`src/rtl/vga_timing_gen_if.sv`:
```
// Video timing bundle between the raster generator and the pixel-address / colour stages.
// All members are driven by the generator from flops.
interface vga_timing_gen_if #(
  parameter int CW = 10
);
  logic          hsync;
  logic          vsync;
  logic          video_on;
  logic [CW-1:0] pixel_x;
  logic [CW-1:0] pixel_y;
  logic          pixel_tick;
  logic          line_start;
  logic          frame_start;
  logic [7:0]    frame_count;

  modport master (
    output hsync, vsync, video_on, pixel_x, pixel_y,
           pixel_tick, line_start, frame_start, frame_count
  );

  modport slave (
    input  hsync, vsync, video_on, pixel_x, pixel_y,
           pixel_tick, line_start, frame_start, frame_count
  );
endinterface

```
`src/rtl/vga_timing_gen.sv`:
```
// Parametrised VGA raster timing generator: h/v counters with a pixel-clock divider,
// centred window decode with integer pixel replication, and line/frame strobes.
module vga_timing_gen #(
  parameter int H_DISPLAY   = 640,
  parameter int H_FRONT     = 16,
  parameter int H_SYNC      = 96,
  parameter int H_BACK      = 48,
  parameter int V_DISPLAY   = 480,
  parameter int V_FRONT     = 10,
  parameter int V_SYNC      = 2,
  parameter int V_BACK      = 33,
  parameter int WIN_W       = 320,
  parameter int WIN_H       = 240,
  parameter int SCALE_SHIFT = 0,
  parameter int CLK_DIV     = 1,
  parameter bit HSYNC_POL   = 1'b0,
  parameter bit VSYNC_POL   = 1'b0,
  parameter int CW          = 10
) (
  input  logic             clk_25mhz,
  input  logic             reset_n,
  vga_timing_gen_if.master vid
);

  localparam int H_TOTAL = H_DISPLAY + H_FRONT + H_SYNC + H_BACK;
  localparam int V_TOTAL = V_DISPLAY + V_FRONT + V_SYNC + V_BACK;
  localparam int WX0     = (H_DISPLAY - WIN_W) / 2;
  localparam int WY0     = (V_DISPLAY - WIN_H) / 2;
  localparam int DW      = (CLK_DIV > 1) ? $clog2(CLK_DIV) : 1;

  localparam logic [CW-1:0] H_LAST   = CW'(H_TOTAL - 1);
  localparam logic [CW-1:0] V_LAST   = CW'(V_TOTAL - 1);
  localparam logic [CW-1:0] HS_FIRST = CW'(H_DISPLAY + H_FRONT);
  localparam logic [CW-1:0] HS_LAST  = CW'(H_DISPLAY + H_FRONT + H_SYNC - 1);
  localparam logic [CW-1:0] VS_FIRST = CW'(V_DISPLAY + V_FRONT);
  localparam logic [CW-1:0] VS_LAST  = CW'(V_DISPLAY + V_FRONT + V_SYNC - 1);
  localparam logic [CW-1:0] WX_FIRST = CW'(WX0);
  localparam logic [CW-1:0] WX_END   = CW'(WX0 + WIN_W);
  localparam logic [CW-1:0] WY_FIRST = CW'(WY0);
  localparam logic [CW-1:0] WY_END   = CW'(WY0 + WIN_H);
  localparam logic [DW-1:0] DIV_LAST = DW'(CLK_DIV - 1);

  if (WIN_W > H_DISPLAY || WIN_H > V_DISPLAY || WIN_W < 0 || WIN_H < 0 ||
      H_FRONT < 1 || H_SYNC < 1 || H_BACK < 1 ||
      V_FRONT < 1 || V_SYNC < 1 || V_BACK < 1 || CLK_DIV < 1 ||
      ((H_TOTAL - 1) >> CW) != 0 || ((V_TOTAL - 1) >> CW) != 0) begin : g_bad_params
    $fatal(1, "vga_timing_gen: illegal parameter combination");
  end

  logic [DW-1:0] div_cnt_r;
  logic [CW-1:0] h_r;
  logic [CW-1:0] v_r;
  logic [7:0]    frame_cnt_r;

  logic          hsync_r;
  logic          vsync_r;
  logic          video_on_r;
  logic [CW-1:0] pixel_x_r;
  logic [CW-1:0] pixel_y_r;
  logic          pixel_tick_r;
  logic          line_start_r;
  logic          frame_start_r;
  logic [7:0]    frame_count_r;

  logic          hs_act_s;
  logic          vs_act_s;
  logic          in_x_s;
  logic          in_y_s;
  logic [CW-1:0] px_s;
  logic [CW-1:0] py_s;
  logic          pix_load_s;

  // Decode of the current raster position into sync, window and coordinate values.
  always_comb begin
    hs_act_s   = (h_r >= HS_FIRST) && (h_r <= HS_LAST);
    vs_act_s   = (v_r >= VS_FIRST) && (v_r <= VS_LAST);
    in_x_s     = (h_r >= WX_FIRST) && (h_r < WX_END);
    in_y_s     = (v_r >= WY_FIRST) && (v_r < WY_END);
    px_s       = in_x_s ? ((h_r - WX_FIRST) >> SCALE_SHIFT) : {CW{1'b0}};
    py_s       = in_y_s ? ((v_r - WY_FIRST) >> SCALE_SHIFT) : {CW{1'b0}};
    pix_load_s = (div_cnt_r == {DW{1'b0}});
  end

  // Divider and raster counters; the frame counter bumps on the wrap to (0,0).
  always_ff @(posedge clk_25mhz) begin
    if (!reset_n) begin
      div_cnt_r   <= {DW{1'b0}};
      h_r         <= {CW{1'b0}};
      v_r         <= {CW{1'b0}};
      frame_cnt_r <= 8'd0;
    end else if (div_cnt_r == DIV_LAST) begin
      div_cnt_r <= {DW{1'b0}};
      if (h_r == H_LAST) begin
        h_r <= {CW{1'b0}};
        if (v_r == V_LAST) begin
          v_r         <= {CW{1'b0}};
          frame_cnt_r <= frame_cnt_r + 8'd1;
        end else begin
          v_r <= v_r + CW'(1'b1);
        end
      end else begin
        h_r <= h_r + CW'(1'b1);
      end
    end else begin
      div_cnt_r <= div_cnt_r + DW'(1'b1);
    end
  end

  // Output stage: captures the decode once per pixel, strobes fire only on that load.
  always_ff @(posedge clk_25mhz) begin
    if (!reset_n) begin
      hsync_r       <= ~HSYNC_POL;
      vsync_r       <= ~VSYNC_POL;
      video_on_r    <= 1'b0;
      pixel_x_r     <= {CW{1'b0}};
      pixel_y_r     <= {CW{1'b0}};
      pixel_tick_r  <= 1'b0;
      line_start_r  <= 1'b0;
      frame_start_r <= 1'b0;
      frame_count_r <= 8'd0;
    end else if (pix_load_s) begin
      hsync_r       <= hs_act_s ? HSYNC_POL : ~HSYNC_POL;
      vsync_r       <= vs_act_s ? VSYNC_POL : ~VSYNC_POL;
      video_on_r    <= in_x_s && in_y_s;
      pixel_x_r     <= px_s;
      pixel_y_r     <= py_s;
      pixel_tick_r  <= 1'b1;
      line_start_r  <= (h_r == {CW{1'b0}});
      frame_start_r <= (h_r == {CW{1'b0}}) && (v_r == {CW{1'b0}});
      frame_count_r <= frame_cnt_r;
    end else begin
      pixel_tick_r  <= 1'b0;
      line_start_r  <= 1'b0;
      frame_start_r <= 1'b0;
    end
  end

  assign vid.hsync       = hsync_r;
  assign vid.vsync       = vsync_r;
  assign vid.video_on    = video_on_r;
  assign vid.pixel_x     = pixel_x_r;
  assign vid.pixel_y     = pixel_y_r;
  assign vid.pixel_tick  = pixel_tick_r;
  assign vid.line_start  = line_start_r;
  assign vid.frame_start = frame_start_r;
  assign vid.frame_count = frame_count_r;

endmodule

```
`src/flat_wrapper.sv`:
```
// flat-port wrapper written by rule: the top's interface ports become plain ports
module vga_timing_gen_flat 
#(
  parameter int H_DISPLAY   = 640,
  parameter int H_FRONT     = 16,
  parameter int H_SYNC      = 96,
  parameter int H_BACK      = 48,
  parameter int V_DISPLAY   = 480,
  parameter int V_FRONT     = 10,
  parameter int V_SYNC      = 2,
  parameter int V_BACK      = 33,
  parameter int WIN_W       = 320,
  parameter int WIN_H       = 240,
  parameter int SCALE_SHIFT = 0,
  parameter int CLK_DIV     = 1,
  parameter bit HSYNC_POL   = 1'b0,
  parameter bit VSYNC_POL   = 1'b0,
  parameter int CW          = 10
)
  (clk_25mhz, reset_n, vid_hsync, vid_vsync, vid_video_on, vid_pixel_x, vid_pixel_y, vid_pixel_tick, vid_line_start, vid_frame_start, vid_frame_count);
  vga_timing_gen_if #(.CW(CW)) vid_i ();
  input  logic clk_25mhz;
  input  logic reset_n;
  output wire logic [$bits(vid_i.hsync)-1:0] vid_hsync;
  output wire logic [$bits(vid_i.vsync)-1:0] vid_vsync;
  output wire logic [$bits(vid_i.video_on)-1:0] vid_video_on;
  output wire logic [$bits(vid_i.pixel_x)-1:0] vid_pixel_x;
  output wire logic [$bits(vid_i.pixel_y)-1:0] vid_pixel_y;
  output wire logic [$bits(vid_i.pixel_tick)-1:0] vid_pixel_tick;
  output wire logic [$bits(vid_i.line_start)-1:0] vid_line_start;
  output wire logic [$bits(vid_i.frame_start)-1:0] vid_frame_start;
  output wire logic [$bits(vid_i.frame_count)-1:0] vid_frame_count;
  assign vid_hsync = vid_i.hsync;
  assign vid_vsync = vid_i.vsync;
  assign vid_video_on = vid_i.video_on;
  assign vid_pixel_x = vid_i.pixel_x;
  assign vid_pixel_y = vid_i.pixel_y;
  assign vid_pixel_tick = vid_i.pixel_tick;
  assign vid_line_start = vid_i.line_start;
  assign vid_frame_start = vid_i.frame_start;
  assign vid_frame_count = vid_i.frame_count;
  vga_timing_gen #(.H_DISPLAY(H_DISPLAY), .H_FRONT(H_FRONT), .H_SYNC(H_SYNC), .H_BACK(H_BACK), .V_DISPLAY(V_DISPLAY), .V_FRONT(V_FRONT), .V_SYNC(V_SYNC), .V_BACK(V_BACK), .WIN_W(WIN_W), .WIN_H(WIN_H), .SCALE_SHIFT(SCALE_SHIFT), .CLK_DIV(CLK_DIV), .HSYNC_POL(HSYNC_POL), .VSYNC_POL(VSYNC_POL), .CW(CW)) u_core (.clk_25mhz(clk_25mhz), .reset_n(reset_n), .vid(vid_i));
endmodule
```
`config.mk`:
```
export PLATFORM = sky130hd
export DESIGN_NAME = vga_timing_gen_flat
export DESIGN_NICKNAME = d
export VERILOG_FILES = /design/src/rtl/vga_timing_gen_if.sv /design/src/rtl/vga_timing_gen.sv /design/src/flat_wrapper.sv
export SDC_FILE = /design/constraint.sdc
export NUM_CORES = 1
export LEC_CHECK = 0
export BUFFER_PORTS_ARGS = -buffer_cell sky130_fd_sc_hd__buf_2
export CAP_MARGIN = 20
export CELL_PAD_IN_SITES_DETAIL_PLACEMENT = 0
export CELL_PAD_IN_SITES_GLOBAL_PLACEMENT = 2
export CORE_MARGIN = 10
export CORE_UTILIZATION = 36
export CTS_BUF_LIST = sky130_fd_sc_hd__clkbuf_8
export DETAILED_ROUTE_END_ITERATION = 6
export GPL_TIMING_DRIVEN = 0
export PLACE_DENSITY_LB_ADDON = 0.1
export SLEW_MARGIN = 30
export SYNTH_ARGS = -nofsm -noshare
export SYNTH_HDL_FRONTEND = slang
export SYNTH_SLANG_ARGS = --single-unit
```
`constraint.sdc`:
```
create_clock -name clk_25mhz -period 2.4 [get_ports clk_25mhz]
set_clock_uncertainty 0.2 [all_clocks]
set_input_delay 0.48 -clock clk_25mhz [delete_from_list [all_inputs] [get_ports clk_25mhz]]
set_output_delay 0.48 -clock clk_25mhz [all_outputs]
set_load 0.01 [all_outputs]
```
# Word-level counts from Yosys, hierarchy flattened
# Cells that the tools add are included.
dict set report classes {
  magnitude_cmp 8
  mux 7
  n_addsub 6
  bitwise_logic 2
  reduce_logical 12
  eq_ne 2
}
# cell count
set op_table {}
lappend op_table {{10-bit two-way mux} 4}
lappend op_table {{10-bit by 1-bit adder with 10-bit output (second input constant)} 2}
lappend op_table {{10-bit equality test (second input constant)} 2}
lappend op_table {{10-bit zero test} 2}
lappend op_table {{10-bit by 9-bit < comparator with 1-bit output (second input constant)} 2}
lappend op_table {{10-bit >= comparator (second input constant)} 1}
lappend op_table {{10-bit by 7-bit >= comparator with 1-bit output (second input constant)} 1}
lappend op_table {{10-bit by 8-bit >= comparator with 1-bit output (second input constant)} 1}
lappend op_table {{10-bit by 9-bit >= comparator with 1-bit output (second input constant)} 1}
lappend op_table {{10-bit less-or-equal comparator (second input constant)} 1}
lappend op_table {{10-bit by 9-bit less-or-equal comparator with 1-bit output (second input constant)} 1}
lappend op_table {{10-bit by 7-bit subtractor with 10-bit output (second input constant)} 1}
lappend op_table {{10-bit by 8-bit subtractor with 10-bit output (second input constant)} 1}
lappend op_table {{8-bit by 1-bit adder with 8-bit output (second input constant)} 1}
lappend op_table {{1-bit logical AND} 6}
lappend op_table {{2-bit AND reduction} 2}
lappend op_table {{1-bit two-way mux} 3}
lappend op_table {{3-bit AND reduction} 1}
lappend op_table {{1-bit NOT} 2}
lappend op_table {{2-bit OR reduction} 1}
lappend op_table {{1-bit adder (second input constant)} 1}
dict set report word_totals {
  regBits 63
}

# Longest topological paths before layout
# Gate-level depths: netlist of run 1.
dict set report logic_depth {
  ltp_word 3
  ltp_mapped 7
}

# Least setup slack after synthesis of run 1
# OpenSTA, ideal clock, no wires.
dict set report synth_path {
  kind {flip-flop to flip-flop}
  from {register u_core.h_r[5]}
  to {register u_core.v_r[9]}
  t_required_ns 2.127
  synth_period_minus_slack_ns 2.147
  setup_slack_ns 0.253
  path_buffers 1
  arrival_time_ns 1.875
  path_stages_with_launch 6
  setup_ns 0.073
  path_cell_list {dfxtp_1 -> buf_6 -> or3_4 -> or4_4 -> or4_1 -> a21oi_1}
}
dict set report synth_between {
  elab_chain_len 2
}
# element line_no
set synth_lines {}
lappend synth_lines {{start: declaration} vga_timing_gen.sv:51} ;# logic [CW-1:0] h_r;
lappend synth_lines {{start signal: assignment} vga_timing_gen.sv:88} ;# h_r <= {CW{1'b0}};
lappend synth_lines {{start signal: assignment} vga_timing_gen.sv:94} ;# h_r <= {CW{1'b0}};
lappend synth_lines {{start signal: assignment} vga_timing_gen.sv:102} ;# h_r <= h_r + CW'(1'b1);
lappend synth_lines {{10-bit equality test} vga_timing_gen.sv:93} ;# if (h_r == H_LAST) begin
lappend synth_lines {{2-bit AND reduction (no line)} -}
lappend synth_lines {{end signal: assignment} vga_timing_gen.sv:89} ;# v_r <= {CW{1'b0}};
lappend synth_lines {{end signal: assignment} vga_timing_gen.sv:96} ;# v_r <= {CW{1'b0}};
lappend synth_lines {{end signal: assignment} vga_timing_gen.sv:99} ;# v_r <= v_r + CW'(1'b1);
lappend synth_lines {{end: declaration} vga_timing_gen.sv:52} ;# logic [CW-1:0] v_r;
# No other way between the ends.
# A chain may end at the register's enable or synchronous reset.

# Worst setup path in the final report of run 1
dict set report layout_path {
  from {register u_core.h_r[0]}
  to {register u_core.v_r[9]}
}
# Same word-level chain as after synthesis.

==> results of run 1 <==
-- area by class of cell --
type                       instances  area share (%)
sequential                        63            37.3
clock inverter                     4            1.30
timing repair buffer              36            5.48
tap                              102            3.78
buffer                            19            2.52
clock buffer                      12            4.89
inverter                          17            1.89
multi-input combinational        220            42.8
-- cell families (layout without fill, tap and decap cells) --
group / count (synthesis) / in the layout / synth area share, %
xor+xnor: 17 / 17 / 5.25
other cells: 1 / 1 / 0.132
mux: 10 / 10 / 3.53
fa+ha+maj: 10 / 10 / 4.41
buf+inv: 40 / 88 / 5.65
simple gates: 119 / 119 / 22.5
compound gates: 63 / 63 / 14.0
flops: 63 / 63 / 44.5
-- worst max-delay path by stage --
stage	startpoint	end	slack, ps	cells after the start
global placement	u_core.h_r[5]	u_core.v_r[3]	-390	6
global route	u_core.v_r[6]	u_core.vid.pixel_y[7]	-10	6
floorplan	u_core.h_r[5]	u_core.v_r[9]	250	5
finish	u_core.h_r[0]	u_core.v_r[9]	120	5
CTS	u_core.h_r[2]	u_core.v_r[9]	40	5
detailed placement	u_core.h_r[5]	u_core.v_r[2]	-380	6
-- sequential cells by signal, summed over array words and instances, names as in the netlist --
name                    cells
u_core.h_r                 10
u_core.v_r                 10
u_core.vid.pixel_x         10
u_core.vid.pixel_y         10
u_core.frame_cnt_r          8
u_core.vid.frame_count      8
u_core.div_cnt_r            1
u_core.vid.frame_start      1
u_core.vid.hsync            1
u_core.vid.line_start       1
u_core.vid.pixel_tick       1
u_core.vid.video_on         1
u_core.vid.vsync            1
-- layer usage --
metal  vias up  share of wire (%)  global-route usage, %
li1       1220                  -                      -
met1      1069                 51                   16.2
met2        47                 41                   17.9
met3        13                5.8                   3.95
met4         0                1.7                   5.08
met5         -                  0                      0
-- report_power, final --
group          leakage (nW)  internal, mW  switching, mW
logic                 0.730        0.0176         0.0362
registers             0.509          1.05        0.00744
clock network         0.114         0.558          0.404
total                  1.35          1.63          0.447
-- metrics by stage --
stage	instances	worst slack [ps]	hold slack, ps	setup TNS [ps]
6_report	473	123	245	0
5_1_grt	473	-13.1	266	-21.9
4_1_cts	474	35.5	248	0
3_5_place_dp	459	-384	238	-3320
3_3_place_gp	459	-391	232	-3400
2_1_floorplan	323	253	242	0
-- cell usage in the layout (no fill, tap or decap), types with 3 or more instances in the layout --
cell / n
and4_1: 4
nand3_1: 12
clkbuf_1: 11
or3_1: 8
nand3b_1: 3
xnor2_1: 12
nor3_1: 4
nand2_1: 28
xor2_1: 5
a22o_1: 10
buf_2: 36
o21a_1: 3
o31ai_1: 6
nand4_1: 8
mux2i_1: 10
or4_1: 7
ha_1: 10
nor2_1: 24
clkbuf_2: 3
clkbuf_8: 12
dfxtp_1: 63
a21oi_1: 20
inv_1: 17
nor4_1: 5
and3_1: 3
o21ai_0: 16
-- critical path, cell delays in order, from the launching register on --
cell      delay [ps]
dfxtp_1          430
ha_1             240
nand3b_1         160
or4_4            610
or4_1            410
a21oi_1          160
-- what timing repair did --
action / CTS / global route
endpoints found under the hold margin: 0 / 0
setup buffers: 0 / 2
pin swaps: 0 / 1
setup endpoints to repair: 9 / 13
resized for setup: 3 / 8
==> results.json, run 1 <==
{
  "status": "finished, final reports clean",
  "setup_viol": 0,
  "power.density_mw_per_mm2": 614,
  "fp.dieW_um": 109,
  "synth_seq_cells": 63,
  "drc": 0,
  "finalPower_mw": 2.08,
  "grt_max_degree": 11,
  "drt_first_pass_iters": 4,
  "vias": 2349,
  "h-tree-depth": 3,
  "register_area_sq_mm": 0.00126,
  "coreArea_sq_mm": 0.00769,
  "post-route-period-util_pct": 94.9,
  "ios": 36,
  "syn-num-nets": 335,
  "numCtsBuffers": 9,
  "hold_buffers": 0,
  "finalInstanceArea_sq_mm": 0.00338,
  "holdPathEnd": "u_core.vid.vsync",
  "power_leakage_nw": 1.35,
  "period_needed_ps": 2280,
  "cp.required_ps": 2470,
  "cts_tree": "built",
  "fillers": 818,
  "port_buffers": 34,
  "vdd_drop_max_uv": 234,
  "gp_congestion": 0.807,
  "grt_pass1_wl_mm": 11.6,
  "r2r_start": "u_core.h_r[0]",
  "layout.nets": 378,
  "ff2ff_path_depth": 5,
  "netlist_area_sq_mm": 0.00284,
  "cts.sinks": 63,
  "cts_buffer_depth": 2,
  "drv_slew": 0,
  "grtUsageTotal_pct": 12.2,
  "synth.avg_cell_area_sq_um": 8.78,
  "rsz0062_at_grt": "true",
  "hold_path_class": "reg2reg",
  "worstSetupEndpointType": "flop",
  "multi_input_area_sq_mm": 0.00145,
  "grt_overflow": 0,
  "async_reset_ff_share_pct": 0,
  "yosysSeqAreaShare_pct": 44.5,
  "synthTopCellsByCount": "dfxtp_1, nand2_1, nor2_1",
  "fmax_mhz": 439,
  "core.rowCount": 32,
  "synthToLayoutAreaGrowth_pct": 19.1,
  "initial_core_util_pct": 36.9,
  "place_area_sq_mm": 0.00313,
  "hold_viol_final": 0,
  "drive_gt1_share_pct": 17.3,
  "die-area_sq_mm": 0.0118,
  "synth_top_area_share_pct": 44.5,
  "finalCoreUtilization_pct": 43.9,
  "yosysTopAreaCell": "dfxtp_1",
  "die_h_um": 109,
  "tightestPinTransition_ps": 655,
  "ys_types": 45,
  "dpl.hpwl_mm": 5.06,
  "wl_per_cell_um": 14.7,
  "synthFlopType": "dfxtp_1",
  "start_kind": "flop",
  "clk_latency_ps": 340,
  "grt_pass1_vias": 2287,
  "vias_per_cell": 4.97,
  "syn_inst": 323,
  "critPathMaxFanout": 5,
  "diodes": 0,
  "dr.first_iter.drc_count": 67,
  "synth.most_common_cell": "dfxtp_1",
  "reg2reg_to": "u_core.v_r[9]",
  "reg2reg_slack_ps": 120,
  "min_from": "u_core.vid.vsync",
  "worst-endpoint-arrival_ps": 2350,
  "ant_nets": 0,
  "drt_wl_total_mm": 6.93,
  "critical_path_class": "reg2reg",
  "synth_warnings": 0,
  "ctsRootBufferMaster": "clkbuf_8",
  "holdPathStages": 2,
  "clk_pin_slew_ps": 70,
  "yosys-top-cells-area": "dfxtp_1, ha_1, nand2_1",
  "max_cap_viol_count": 0,
  "grt_antenna_before_repair": 0,
  "synth_edf_count": 0,
  "maxSlewHeadroom_pct": 56.3
}
Note: power is estimated with default switching activity, not from simulation.
==> run 2, diff against run 1 <==
--- a/config.mk
+++ b/config.mk
@@ -10,8 +10,7 @@
 export CELL_PAD_IN_SITES_DETAIL_PLACEMENT = 0
 export CELL_PAD_IN_SITES_GLOBAL_PLACEMENT = 2
 export CORE_MARGIN = 10
-export CORE_UTILIZATION = 36
-export CTS_BUF_LIST = sky130_fd_sc_hd__clkbuf_8
+export CORE_UTILIZATION = 35
 export DETAILED_ROUTE_END_ITERATION = 6
 export GPL_TIMING_DRIVEN = 0
 export PLACE_DENSITY_LB_ADDON = 0.1
==> run 2 against run 1 <==
Wire length up 3.2%. Clock power fell by 3.1%. Worst hold slack improved by 3.4 ps. Critical path type unchanged. Highest routed layer unchanged.
==> results.json, run 2 (synthesis gave the netlist of run 1 again) <==
{
  "slowest_delay_ps": 630,
  "grt_antenna_before_repair": 0,
  "h-tree-depth": 3,
  "met1_usage_pct": 16.8,
  "min_from": "u_core.vid.pixel_y[1]",
  "final_cell_mix": "dfxtp_1, buf_2, nand2_1, nor2_1, a21oi_1",
  "ff2ff_path_depth": 5,
  "worst-endpoint-arrival_ps": 2380,
  "grt_pass1_vias": 2198,
  "cts.sinks": 63,
  "cp.required_ps": 2480,
  "drt_first_pass_iters": 4,
  "die_h_um": 110,
  "hold_path_class": "reg2reg",
  "startpoint": "u_core.h_r[1]",
  "met2_usage_pct": 16.9,
  "synthToLayoutAreaGrowth_pct": 18.7,
  "fp.dieW_um": 110,
  "cts_tree": "built",
  "setup_viol": 0,
  "vdd_drop_max_uv": 347,
  "reg2reg_to": "u_core.v_r[9]",
  "post_cts_buffers": 0,
  "core.rowCount": 32,
  "critical_path_class": "reg2reg",
  "tightestPinTransition_ps": 651,
  "ant_nets": 0,
  "seq_power_share_pct": 51.8,
  "dpl.hpwl_mm": 5.07,
  "clk_latency_ps": 350,
  "ctsRootBufferMaster": "clkbuf_8",
  "dr.first_iter.drc_count": 59,
  "rsz0062_at_grt": "true",
  "wl_per_cell_um": 15.1,
  "gp_congestion": 0.800,
  "ios": 36,
  "holdPathEnd": "u_core.vid.pixel_y[1]",
  "instances_no_fill": 473,
  "cts_buffer_depth": 2,
  "fillers": 849,
  "r2r_start": "u_core.h_r[1]",
  "initial_core_util_pct": 36.3,
  "place_area_sq_mm": 0.00313,
  "drt_wl_total_mm": 7.15,
  "clockPowerShare_pct": 45.5,
  "status": "finished, final reports clean",
  "numCtsBuffers": 9,
  "fmax_mhz": 434,
  "hold_buffers": 0,
  "final_common_cell": "dfxtp_1",
  "clk_pin_slew_ps": 70,
  "die-area_sq_mm": 0.0121,
  "grt_pass1_wl_mm": 11.5,
  "grt_overflow": 0,
  "grtUsageTotal_pct": 12.2,
  "period_needed_ps": 2300,
  "grtUsageMet3_pct": 4.64,
  "vias_per_cell": 5.08,
  "layout.nets": 378,
  "drive_gt1_share_pct": 17.8,
  "power_leakage_nw": 1.33,
  "max_cap_viol_count": 0,
  "dp_cells": 459,
  "grt_max_degree": 12,
  "p_int_mw": 1.57,
  "reg2reg_slack_ps": 100,
  "power_switching_uw": 475,
  "diodes": 0,
  "crit_chain": "ha_1 > nand3b_1 > or4_4 > or4_1 > a21oi_1",
  "worstSetupEndpointType": "flop",
  "power.density_mw_per_mm2": 608,
  "start_kind": "flop",
  "port_buffers": 34,
  "netSwitchingFraction_pct": 23.2,
  "combPwrFrac_pct": 2.7,
  "coreArea_sq_mm": 0.00781,
  "post-route-period-util_pct": 96.0,
  "holdPathStages": 2,
  "finalPower_mw": 2.05,
  "critPathMaxFanout": 5,
  "drv_slew": 0,
  "drc": 0,
  "vias": 2401,
  "hold_ws_ps": 248,
  "grt.busiest_layer": "met2",
  "maxSlewHeadroom_pct": 56.6,
  "hold_viol_final": 0,
  "cp_slowest_cell": "or4_4",
  "finalInstanceArea_sq_mm": 0.00337
}
==> run 2: metal layers <==
layer  routed length [um]  vias up
met2                 2910       54
met1                 3600     1114
met3                  527       11
met5                    0        -
li1                     -     1222
met4                  111        0
==> run 2: final cells by class <==
cell class | count | area (sq um) | area share [%]
Clock buffer | 10 | 138 | 4.09
Timing Repair Buffer | 34 | 170 | 5.05
Inverter | 17 | 63.8 | 1.90
Clock inverter | 6 | 60.1 | 1.78
Multi-Input combinational cell | 221 | 1460 | 43.2
Buffer | 20 | 90.1 | 2.68
Sequential cell | 63 | 1260 | 37.5
Tap cell | 102 | 128 | 3.79
==> run 2: what timing repair did <==
| item | in CTS | in global routing |
|---|---|---|
| pin swaps | 0 | 1 |
| gates resized for setup | 3 | 12 |
| cloned | 0 | 1 |
| setup endpoints to repair | 9 | 15 |
==> run 2: per-stage QoR <==
stage | setup WS [ps] | utilization [%] | setup TNS (ps)
floorplan | 253 | - | 0
global placement | -396 | 40.1 | -3450
detailed placement | -394 | 40.1 | -3460
CTS | 4.51 | 42.8 | 0
global route | -31.3 | 43.1 | -56.0
finish | 96.2 | 43.1 | 0
==> run 2: worst max-delay path by stage <==
| stage | slack [ps] | endpoint | cells after the start |
|---|---|---|---|
| 5_1_grt | -30 | u_core.vid.pixel_y[6] | 6 |
| 2_1_floorplan | 250 | u_core.v_r[9] | 5 |
| 4_1_cts | 5 | u_core.frame_cnt_r[7] | 7 |
| 6_report | 100 | u_core.v_r[9] | 5 |
| 3_5_place_dp | -390 | u_core.v_r[3] | 6 |
| 3_3_place_gp | -400 | u_core.v_r[3] | 6 |
==> run 2: power by group through the flow <==
stage	logic [mW]	clock network, mW	registers [mW]
floorplan	0.0351	0	1.08
global placement	0.0556	0	1.08
detailed placement	0.0555	0	1.08
CTS	0.0567	0.965	1.06
global route	0.0633	1.01	1.06
finish	0.0558	0.931	1.06
==> run 2: worst max-delay path: cells and delay by family, from the launching register on <==
family,cells,cell delay [ps]
AO/OA/AOI/OAI,1,150
flip-flops,1,400
AND/OR/NAND/NOR,3,1250
adder cells (fa/ha/maj),1,240
